`src/rtl/runtime_cfg_unit_pkg.sv`:
```
// Shared types and constants for the runtime configuration register block:
// FSM states, address map offsets, control bits and register indices.
package runtime_cfg_unit_pkg;

    typedef enum logic [1:0] {
        CFG_IDLE    = 2'd0,
        CFG_QUIESCE = 2'd1,
        CFG_APPLY   = 2'd2,
        CFG_RELEASE = 2'd3
    } cfg_state_t;

    localparam int CFG_N_REGS = 8;
    localparam int CFG_EPOCH_W = 8;

    // Special registers sit directly above the shadow bank
    localparam int CFG_CTRL_OFS = 0;
    localparam int CFG_STATUS_OFS = 1;
    localparam int CFG_VERSION_OFS = 2;

    localparam int CFG_CTRL_ADDR = CFG_N_REGS + CFG_CTRL_OFS;
    localparam int CFG_STATUS_ADDR = CFG_N_REGS + CFG_STATUS_OFS;
    localparam int CFG_VERSION_ADDR = CFG_N_REGS + CFG_VERSION_OFS;

    localparam int CFG_CTRL_COMMIT = 0;
    localparam int CFG_CTRL_ABORT = 1;
    localparam int CFG_CTRL_CLR_ERR = 2;

    typedef struct packed {
        logic                   error;
        cfg_state_t             state;
        logic [CFG_EPOCH_W-1:0] epoch;
    } cfg_status_t;

    localparam int CFG_REG_CQ_SIZE = 0;
    localparam int CFG_REG_SPILL_HI = 1;
    localparam int CFG_REG_SPILL_LO = 2;
    localparam int CFG_REG_LOG_MASK = 3;
    localparam int CFG_REG_TRACE_SEL = 4;
    localparam int CFG_REG_PRIO = 5;
    localparam int CFG_REG_RSVD6 = 6;
    localparam int CFG_REG_RSVD7 = 7;

endpackage

```
`src/rtl/cfg_quiesce_ctr.sv`:
```
// Quiescence monitor: reports two consecutive all-idle cycles and a
// saturating timeout while enabled.
module cfg_quiesce_ctr #(
    parameter int N_TILES = 1,
    parameter int TIMEOUT = 1024
) (
    input  logic               clk,
    input  logic               rst,
    input  logic [N_TILES-1:0] tile_idle,
    input  logic               en,
    input  logic               clr,
    output logic               stable,
    output logic               timeout
);

    localparam int TW = $clog2(TIMEOUT + 1);

    logic          all_idle;
    logic          seen_q;
    logic          seen_d;
    logic [TW-1:0] tmo_q;
    logic [TW-1:0] tmo_d;

    always_comb begin
        all_idle = &tile_idle;
        seen_d = seen_q;
        tmo_d = tmo_q;
        if (clr || !en) begin
            seen_d = 1'b0;
            tmo_d = '0;
        end else begin
            seen_d = all_idle;
            if (tmo_q != TW'(TIMEOUT)) begin
                tmo_d = tmo_q + 1'b1;
            end
        end
        // seen_q covers the previous cycle, all_idle the current one
        stable = en && all_idle && seen_q;
        timeout = en && (tmo_q == TW'(TIMEOUT - 1));
    end

    always_ff @(posedge clk or posedge rst) begin
        if (rst) begin
            seen_q <= 1'b0;
            tmo_q <= '0;
        end else begin
            seen_q <= seen_d;
            tmo_q <= tmo_d;
        end
    end

endmodule

```
`src/rtl/runtime_cfg_unit.sv`:
```
// Runtime configuration block: host-written shadow set committed atomically
// into the active set after all tiles quiesce.
module runtime_cfg_unit
    import runtime_cfg_unit_pkg::*;
#(
    parameter int N_TILES = 1,
    parameter int N_REGS = 8,
    parameter int CFG_WIDTH = 32,
    parameter int EPOCH_WIDTH = 8,
    parameter int QUIESCE_TIMEOUT = 1024,
    parameter int VERSION = 10,
    parameter int ADDR_W = $clog2(N_REGS + 3)
) (
    input  logic                        clk,
    input  logic                        rst,
    input  logic                        wr_valid,
    output logic                        wr_ready,
    input  logic [ADDR_W-1:0]           wr_addr,
    input  logic [CFG_WIDTH-1:0]        wr_data,
    input  logic                        rd_valid,
    input  logic [ADDR_W-1:0]           rd_addr,
    output logic                        rd_data_valid,
    output logic [CFG_WIDTH-1:0]        rd_data,
    input  logic [N_TILES-1:0]          tile_idle,
    output logic                        quiesce_req,
    output logic [N_REGS*CFG_WIDTH-1:0] cfg_active,
    output logic                        cfg_update,
    output logic [EPOCH_WIDTH-1:0]      cfg_epoch,
    output logic                        busy,
    output logic                        error
);

    localparam logic [ADDR_W-1:0] CTRL_A = ADDR_W'(N_REGS + CFG_CTRL_OFS);
    localparam logic [ADDR_W-1:0] STAT_A = ADDR_W'(N_REGS + CFG_STATUS_OFS);
    localparam logic [ADDR_W-1:0] VER_A = ADDR_W'(N_REGS + CFG_VERSION_OFS);

    cfg_state_t           state_q;
    cfg_state_t           state_d;
    logic [CFG_WIDTH-1:0] shadow_q [N_REGS];
    logic [CFG_WIDTH-1:0] shadow_d [N_REGS];
    logic [CFG_WIDTH-1:0] active_q [N_REGS];
    logic [CFG_WIDTH-1:0] active_d [N_REGS];
    logic [EPOCH_WIDTH-1:0] epoch_q;
    logic [EPOCH_WIDTH-1:0] epoch_d;
    logic                 error_q;
    logic                 error_d;
    logic                 qreq_q;
    logic                 qreq_d;
    logic                 upd_q;
    logic                 upd_d;
    logic                 rdv_q;
    logic                 rdv_d;
    logic [CFG_WIDTH-1:0] rdd_q;
    logic [CFG_WIDTH-1:0] rdd_d;
    logic [CFG_WIDTH-1:0] rd_mux;

    logic wr_fire;
    logic ctrl_wr;
    logic commit;
    logic abort;
    logic clr_err;
    logic set_err;
    logic apply;
    logic q_en;
    logic q_clr;
    logic stable;
    logic timeout;

    assign wr_ready = (state_q == CFG_IDLE) || (state_q == CFG_QUIESCE);
    assign busy = (state_q != CFG_IDLE);
    assign q_en = (state_q == CFG_QUIESCE);

    cfg_quiesce_ctr #(
        .N_TILES(N_TILES),
        .TIMEOUT(QUIESCE_TIMEOUT)
    ) u_qctr (
        .clk      (clk),
        .rst      (rst),
        .tile_idle(tile_idle),
        .en       (q_en),
        .clr      (q_clr),
        .stable   (stable),
        .timeout  (timeout)
    );

    always_comb begin
        wr_fire = wr_valid && wr_ready;
        ctrl_wr = wr_fire && (wr_addr == CTRL_A);
        abort = ctrl_wr && wr_data[CFG_CTRL_ABORT];
        commit = ctrl_wr && wr_data[CFG_CTRL_COMMIT] && !abort;
        clr_err = ctrl_wr && wr_data[CFG_CTRL_CLR_ERR];
        state_d = state_q;
        q_clr = 1'b0;
        apply = 1'b0;
        set_err = 1'b0;
        unique case (state_q)
            CFG_IDLE: begin
                if (commit) begin
                    state_d = CFG_QUIESCE;
                    q_clr = 1'b1;
                end
            end
            CFG_QUIESCE: begin
                if (abort) begin
                    state_d = CFG_IDLE;
                end else if (stable) begin
                    state_d = CFG_APPLY;
                end else if (timeout) begin
                    state_d = CFG_IDLE;
                    set_err = 1'b1;
                end
            end
            CFG_APPLY: begin
                state_d = CFG_RELEASE;
                apply = 1'b1;
            end
            CFG_RELEASE: state_d = CFG_IDLE;
            default: state_d = CFG_IDLE;
        endcase
    end

    always_comb begin
        for (int i = 0; i < N_REGS; i++) begin
            shadow_d[i] = shadow_q[i];
            if (wr_fire && (wr_addr == ADDR_W'(i))) begin
                shadow_d[i] = wr_data;
            end
            active_d[i] = apply ? shadow_q[i] : active_q[i];
        end
        epoch_d = epoch_q + EPOCH_WIDTH'(apply);
        // a timeout in the same cycle as clear-error still leaves error set
        error_d = (error_q && !clr_err) || set_err;
        qreq_d = (state_d != CFG_IDLE);
        upd_d = apply;
    end

    always_comb begin
        rd_mux = '0;
        for (int i = 0; i < N_REGS; i++) begin
            if (rd_addr == ADDR_W'(i)) begin
                rd_mux = shadow_q[i];
            end
        end
        if (rd_addr == STAT_A) begin
            rd_mux = CFG_WIDTH'({error_q, state_q, epoch_q});
        end
        if (rd_addr == VER_A) begin
            rd_mux = CFG_WIDTH'(VERSION);
        end
        rdv_d = rd_valid;
        rdd_d = rd_valid ? rd_mux : rdd_q;
    end

    always_ff @(posedge clk or posedge rst) begin
        if (rst) begin
            state_q <= CFG_IDLE;
            for (int i = 0; i < N_REGS; i++) begin
                shadow_q[i] <= '0;
                active_q[i] <= '0;
            end
            epoch_q <= '0;
            error_q <= 1'b0;
            qreq_q <= 1'b0;
            upd_q <= 1'b0;
            rdv_q <= 1'b0;
            rdd_q <= '0;
        end else begin
            state_q <= state_d;
            for (int i = 0; i < N_REGS; i++) begin
                shadow_q[i] <= shadow_d[i];
                active_q[i] <= active_d[i];
            end
            epoch_q <= epoch_d;
            error_q <= error_d;
            qreq_q <= qreq_d;
            upd_q <= upd_d;
            rdv_q <= rdv_d;
            rdd_q <= rdd_d;
        end
    end

    always_comb begin
        for (int i = 0; i < N_REGS; i++) begin
            cfg_active[i*CFG_WIDTH +: CFG_WIDTH] = active_q[i];
        end
    end

    assign rd_data_valid = rdv_q;
    assign rd_data = rdd_q;
    assign quiesce_req = qreq_q;
    assign cfg_update = upd_q;
    assign cfg_epoch = epoch_q;
    assign error = error_q;

endmodule
```
`config.mk`:
```
export PLATFORM = sky130hd
export DESIGN_NAME = runtime_cfg_unit
export DESIGN_NICKNAME = d
export VERILOG_FILES = /design/src/rtl/runtime_cfg_unit_pkg.sv /design/src/rtl/cfg_quiesce_ctr.sv /design/src/rtl/runtime_cfg_unit.sv
export SDC_FILE = /design/constraint.sdc
export NUM_CORES = 1
export LEC_CHECK = 0
export CAP_MARGIN = 40
export CORE_MARGIN = 2
export CORE_UTILIZATION = 45
export DETAILED_ROUTE_END_ITERATION = 10
export GPL_TIMING_DRIVEN = 0
export PLACE_DENSITY = 0.68
export SYNTH_ARGS = -nofsm -noshare
export SYNTH_HDL_FRONTEND = slang
export SYNTH_SLANG_ARGS = --single-unit
```
`constraint.sdc`:
```
create_clock -name clk -period 18.41 [get_ports clk]
set_clock_uncertainty 0.1 [all_clocks]
set_input_delay 1.841 -clock clk [delete_from_list [all_inputs] [get_ports clk]]
set_output_delay 1.841 -clock clk [all_outputs]
set_load 0.02 [all_outputs]
```
==> results of run 1 <==
-- final cells by class --
cell class                 count  share of cell area
sequential                   570              0.4711
multi-input combinational   1405              0.2978
timing repair buffer         350              0.1188
clock buffer                  88             0.05521
tap                          688             0.02843
buffer                       130             0.02190
clock inverter                12            0.003471
inverter                      23            0.003099
antenna                        2           0.0001653
-- registers in the layout, summed over array words and instances (netlist names) --
name	cells
rd_data	32
u_qctr.tmo_q	11
error	1
cfg_active	256
state_q	2
rd_data_valid	1
quiesce_req	1
cfg_epoch	8
u_qctr.seen_q	1
shadow_q	256
cfg_update	1
-- how the worst max path moves through the flow --
stage / endpoint / slack [ps] / depth (start not counted)
after floorplan: cfg_active[0] / 520 / 1
after global placement: cfg_active[214] / -5490 / 2
after detailed placement: cfg_active[214] / 13560 / 6
after CTS: cfg_active[214] / 14230 / 6
after global routing: cfg_active[180] / 13940 / 6
final: cfg_active[214] / 14330 / 6
-- where the power goes --
group          internal, mW  leakage, nW  switching (mW)  total [mW]
Combinational         0.673         6.13           0.762        1.43
Clock                 0.634        0.871           0.492        1.13
Sequential             1.65         7.26           0.347        1.99
Total                  2.95         14.3            1.60        4.55
-- tightest hold or removal path: cells and delay by family (launching register included) --
| kind | cells | cell delay [ps] |
|---|---|---|
| DFF | 1 | 340 |
| and+or+nand+nor | 2 | 100 |
-- metrics by stage --
step | TNS [ps] | std cells
after detailed placement | 0 | 3166
after CTS | 0 | 3266
after global routing | 0 | 3267
after floorplan | 0 | 2128
final | 0 | 3268
after global placement | -3082910 | 3158
-- metal layers --
layer	vias up	wire (µm)
li1	7965	-
met1	9241	33380
met2	748	37230
met3	140	6177
met4	2	2616
met5	-	11
-- cell families after synthesis --
logic type / count (synthesis)
xor+xnor: 14
flops: 570
buf+inv: 153
simple gates: 903
mux: 331
fa+ha+maj: 4
compound gates: 153
-- layout by cell type, fill, tap and decap left out, types with 8 or more instances in the layout --
cell             synthesis  routed
inv_1                   21      20
xor2_1                   8       8
buf_6                   10      12
nand2_1                784     784
buf_1                    9       9
o21bai_1                10      10
a221oi_1                 8       8
nand2b_1                15      15
nor2_1                  22      22
nand3b_1                10      10
buf_4                   12      12
a21oi_1                 14      14
o21ai_0                 34      34
clkbuf_8                 0      15
mux4_2                  31      31
dfrtp_1                570     570
mux2_1                  19      19
nor2b_1                 14      14
mux2i_1                 37      37
clkdlybuf4s50_1          0     342
clkbuf_1                55      72
buf_2                   43      43
o2bb2ai_1               17      17
nand3_1                 15      15
mux2_2                 244     244
and3_1                   8       8
clkbuf_16                0      56
==> results.toml, run 1 <==
[run_status]
status = "finished clean"

[synthesis]
syn_inst = 2128
synth_top_cell_by_area = "dfrtp_1"
ys_seq_area_frac = 0.5936
synth-xor-area-share = 0.005103
ys_types = 70
synthSimpleGateAreaFrac = 0.1533
syn_avg_cell_area_um2 = 11.29
yosys-mux-area-fraction = 0.1677
ys_top_cells_by_count = "nand2_1, dfrtp_1, mux2_2"
async_reset_ff_frac = 1.000
ys.flop_type = "dfrtp_1"
synth-compound-area-share = 0.04707
yosys_warnings = 0
synthMostInstantiatedCell = "nand2_1"
ys_ff_latch = 570
synth_top_family_by_area = "multiplexers"
synth_area_leaders = "dfrtp_1, nand2_1, mux2_2, mux4_2, mux2i_1"
synth_area_mm2 = 0.02403
synth_edf_count = 0
synth_top_area_frac = 0.5936
syn_nets = 2177
synthAdderAreaFrac = 0.002083

[worst_setup_path]
critPathMaxStageDelay_ps = 550
worst_path_max_delay_cell = "inv_8"
crit_arrival_ps = 4750
worstPathCellList = "clkdlybuf4s50_1 -> inv_8 -> buf_16 -> buf_16 -> buf_16 -> buf_16"
worstSetupPathType = "input pin to async pin"
reg2regPathDepth = 9
path_common_cell = "buf_16"
cp_data_required_time_ps = 19080
cp-start-kind = "input pin"
crit-reg2reg-launch = "state_q[0]"
r2r_slack_ps = 15680
worstSetupEndpointType = "async pin"
worstPathBufferInverterCount = 6
crit_family = "buffers and inverters"
startpoint = "rst"
r2r-end = "cfg_epoch[6]"
worst-path-max-fanout = 126

[global_routing]
gr-total-overflow = 0
grt-busiest-layer = "met2"
grt_util_met1 = 0.3897
first_global_vias = 18300
grt_max_degree = 127
antenna_found_initial = 6
grt_usage = 0.2851
met3_usage = 0.05592
grt_pass1_wl_um = 118200
use_met2 = 0.4550

[clocking]
post_cts_buffers = 0
numCtsBuffers = 56
cts.path.max_buffers = 3
cts_tree = "built"
root_buffer = "clkbuf_16"
clkTransAtPathRegs_ps = 60
cts.htree.levels = 2
clock_latency_ps = 620
ctsHoldBuffers = 0
cts.sinks = 570
ctsResizeCount = 0

[sta]
max_slew_margin = 0.4077
drv_slew = 0
fin_hold_ws_ps = 374.0
setup_viol = 0
hold_violations = 0
fmax_mhz = 244.9
rsz0062_at_grt = "false"
layout_setup_ws_ps = 14330
fin_crit_sh = 0.2218
tightestPinTransition_ps = 888.5
post-route-min-period_ps = 4083

[layout]
fin_util = 0.5750
multi_input_area_mm2 = 0.009017
synthToLayoutAreaGrowth_pct = 26.00
fin_area_mm2 = 0.03028
final_nets = 2585
nFillCells = 4310
regArea_mm2 = 0.01426
layout-drive-gt1-share = 0.1749

[detailed_routing]
ant_nets = 0
drtPass1Iterations = 5
drcViolationCount = 0
viasPerCell = 5.537
wl_per_cell_um = 24.30
drt_iter0_drc = 1823
vias = 18100
wl_um = 79410

[power_and_ir_drop]
p_total_mw = 4.553
p_per_area_mw_per_mm2 = 150.4
power_leakage_nw = 14.25
ir_worst_vdd_v = 0.00009473

[min_path]
min_path_cells = 2
min_to = "cfg_active[23]"
hold_start = "cfg_active[23]"
hold_class = "flop to flop"

[die]
die_h_um = 235.1
start_util = 0.4564
coreArea_mm2 = 0.05266
boundaryPins = 347
dieArea_mm2 = 0.05527
die-width_um = 235.1
rows = 84

[place]
post-place-ws_ps = 13560
placed_area_mm2 = 0.02850
gp_congestion = 0.8942
portBuffers = 342
dp_hpwl_um = 58110

[job]
cap_violations = 0
No activity file was read; power rests on OpenSTA's default activity.
==> run 2: changes to the inputs <==
PLACE_DENSITY = 0.65   (was 0.68)
clock period = 4.2 ns   (was 18.41 ns; I/O delays follow)
==> run 2 against run 1 <==
Compared with the run above:
- core utilization rose by 0.68 points
- largest power group unchanged
- die area unchanged
- power grew to 4.5 times the previous value
- worst hold slack worse by 230 ps
- highest routed layer unchanged
- largest cell class unchanged
==> results.toml, run 2 (synthesized netlist as in run 1, its figures left out) <==
[detailed_routing]
drtPass1Iterations = 5
drt_iter0_drc = 1500
ant_nets = 0
vias = 18130
viasPerCell = 5.520
wl_per_cell_um = 24.29
drcViolationCount = 0
wl_um = 79790

[sta]
drv_slew = 0
fin_setup_tns_ps = 0
setup_viol = 0
fin_hold_ws_ps = 143.3
max_slew_margin = 0.4261
rsz0062_at_grt = "false"
hold_violations = 0
fin_crit_sh = 0.6718
post-route-min-period_ps = 2822
fmax_mhz = 354.4
tightestPinTransition_ps = 860.9

[clocking]
cts_tree = "built"
numCtsBuffers = 58
ctsHoldBuffers = 0
post_cts_buffers = 0
cts.sinks = 570
cts.htree.levels = 2
root_buffer = "clkbuf_16"
clock_latency_ps = 630
ctsResizeCount = 0
clkTransAtPathRegs_ps = 60
cts.path.max_buffers = 3

[power_and_ir_drop]
power_leakage_nw = 14.43
p_per_area_mw_per_mm2 = 665.0
ir_worst_vdd_v = 0.0003607

[global_routing]
first_global_vias = 18480
gr-total-overflow = 0
grt_usage = 0.2883
grt_pass1_wl_um = 119600
antenna_found_initial = 6
grt_max_degree = 42

[layout]
final_nets = 2597
layout_common_cells = "nand2_1, dfrtp_1, clkdlybuf4s50_1, mux2_2, clkbuf_1"
fin_util = 0.5819
synthToLayoutAreaGrowth_pct = 27.50
final_common_cell = "nand2_1"
fin_area_mm2 = 0.03064
layout-drive-gt1-share = 0.1816
finalNonFillerCells = 3285

[worst_setup_path]
worstSetupPathType = "flop to flop"
path_common_cell = "ha_1"
cp_data_required_time_ps = 4580
crit_family = "buffers and inverters"
worstSetupEndpointType = "flop"
cp-start-kind = "flop"
worst_path_max_delay_cell = "clkbuf_1"
worstPathCellList = "nand2b_1 -> buf_2 -> inv_2 -> clkbuf_1 -> ha_1 -> ha_1 -> and3_1 -> nand3_1 -> xnor2_1"
crit_arrival_ps = 3200
worst-path-max-fanout = 11
worstPathBufferInverterCount = 3
critPathMaxStageDelay_ps = 650

[die]
start_util = 0.4564
dieArea_mm2 = 0.05527
boundaryPins = 347
die_h_um = 235.1
die-width_um = 235.1
coreArea_mm2 = 0.05266
rows = 84

[place]
portBuffers = 342
gp_congestion = 0.9030
post-place-cells = 3176
placed_area_mm2 = 0.02867
dp_hpwl_um = 58920

[run_status]
status = "finished clean"

[min_path]
hold_class = "input pin to async pin"

[job]
cap_violations = 0
==> run 2: changes by cell type in the layout (fill, tap and decap cells not counted), sizes merged <==
cell    delta
clkinv     +4
buf       +10
bufinv     +4
inv        -2
diode      +1
==> run 2: per-layer routing <==
metal / part of all wire / global-route usage
met2: 0.47 / 0.4503
met5: 0.00046 / 0
met3: 0.079 / 0.06696
met4: 0.036 / 0.1116
met1: 0.42 / 0.3921
==> run 2: metrics by stage <==
stage               worst slack (ps)  power [mW]
finish                          1378       20.38
global route                    1219       21.33
CTS                             1395       20.46
detailed placement              1121       15.10
global placement               -7471       14.89
floorplan                      -4084       11.71
==> run 2: worst register-to-register path: cells and delay by family (launching register included) <==
family,cells,cell delay (ps)
adders and majority gates,2,540
xor gates and xnor gates,1,140
buffers and inverters,3,900
DFF,1,510
and+or+nand+nor,3,510
==> run 2: layout make-up <==
cell class | instances | area [µm²]
fillers | 4412 | 22020
flip-flops and latches | 570 | 14260
multi-input cells | 1405 | 9017
repair buffers | 360 | 3774
clock buffers | 88 | 1734
well taps | 688 | 860.8
plain buffers | 130 | 663.1
clock inverters | 18 | 229.0
inverters | 23 | 90.09
diodes | 3 | 7.507
==> run 2: path summary, 6_finish.rpt <==
| kind | depth (start not counted) | from | slack (ps) | end |
|---|---|---|---|---|
| worst max-delay path | 9 | state_q[0] | 1380 | cfg_epoch[6] |
| worst max register to register | 9 | state_q[0] | 1380 | cfg_epoch[6] |
| worst min-delay path | 2 | rst | 140 | cfg_active[2] |
| worst min register to register | 2 | cfg_active[13] | 370 | cfg_active[13] |
| max in group asynchronous | 7 | rst | 2230 | cfg_active[58] |
| min in group clk | 1 | rd_valid | 290 | rd_data_valid |
==> run 2: power by group <==
part / switching (mW) / leakage (nW) / internal (mW)
Clock: 2.18 / 0.973 / 3.14
Combinational: 3.32 / 6.20 / 2.97
Sequential: 1.55 / 7.26 / 7.21
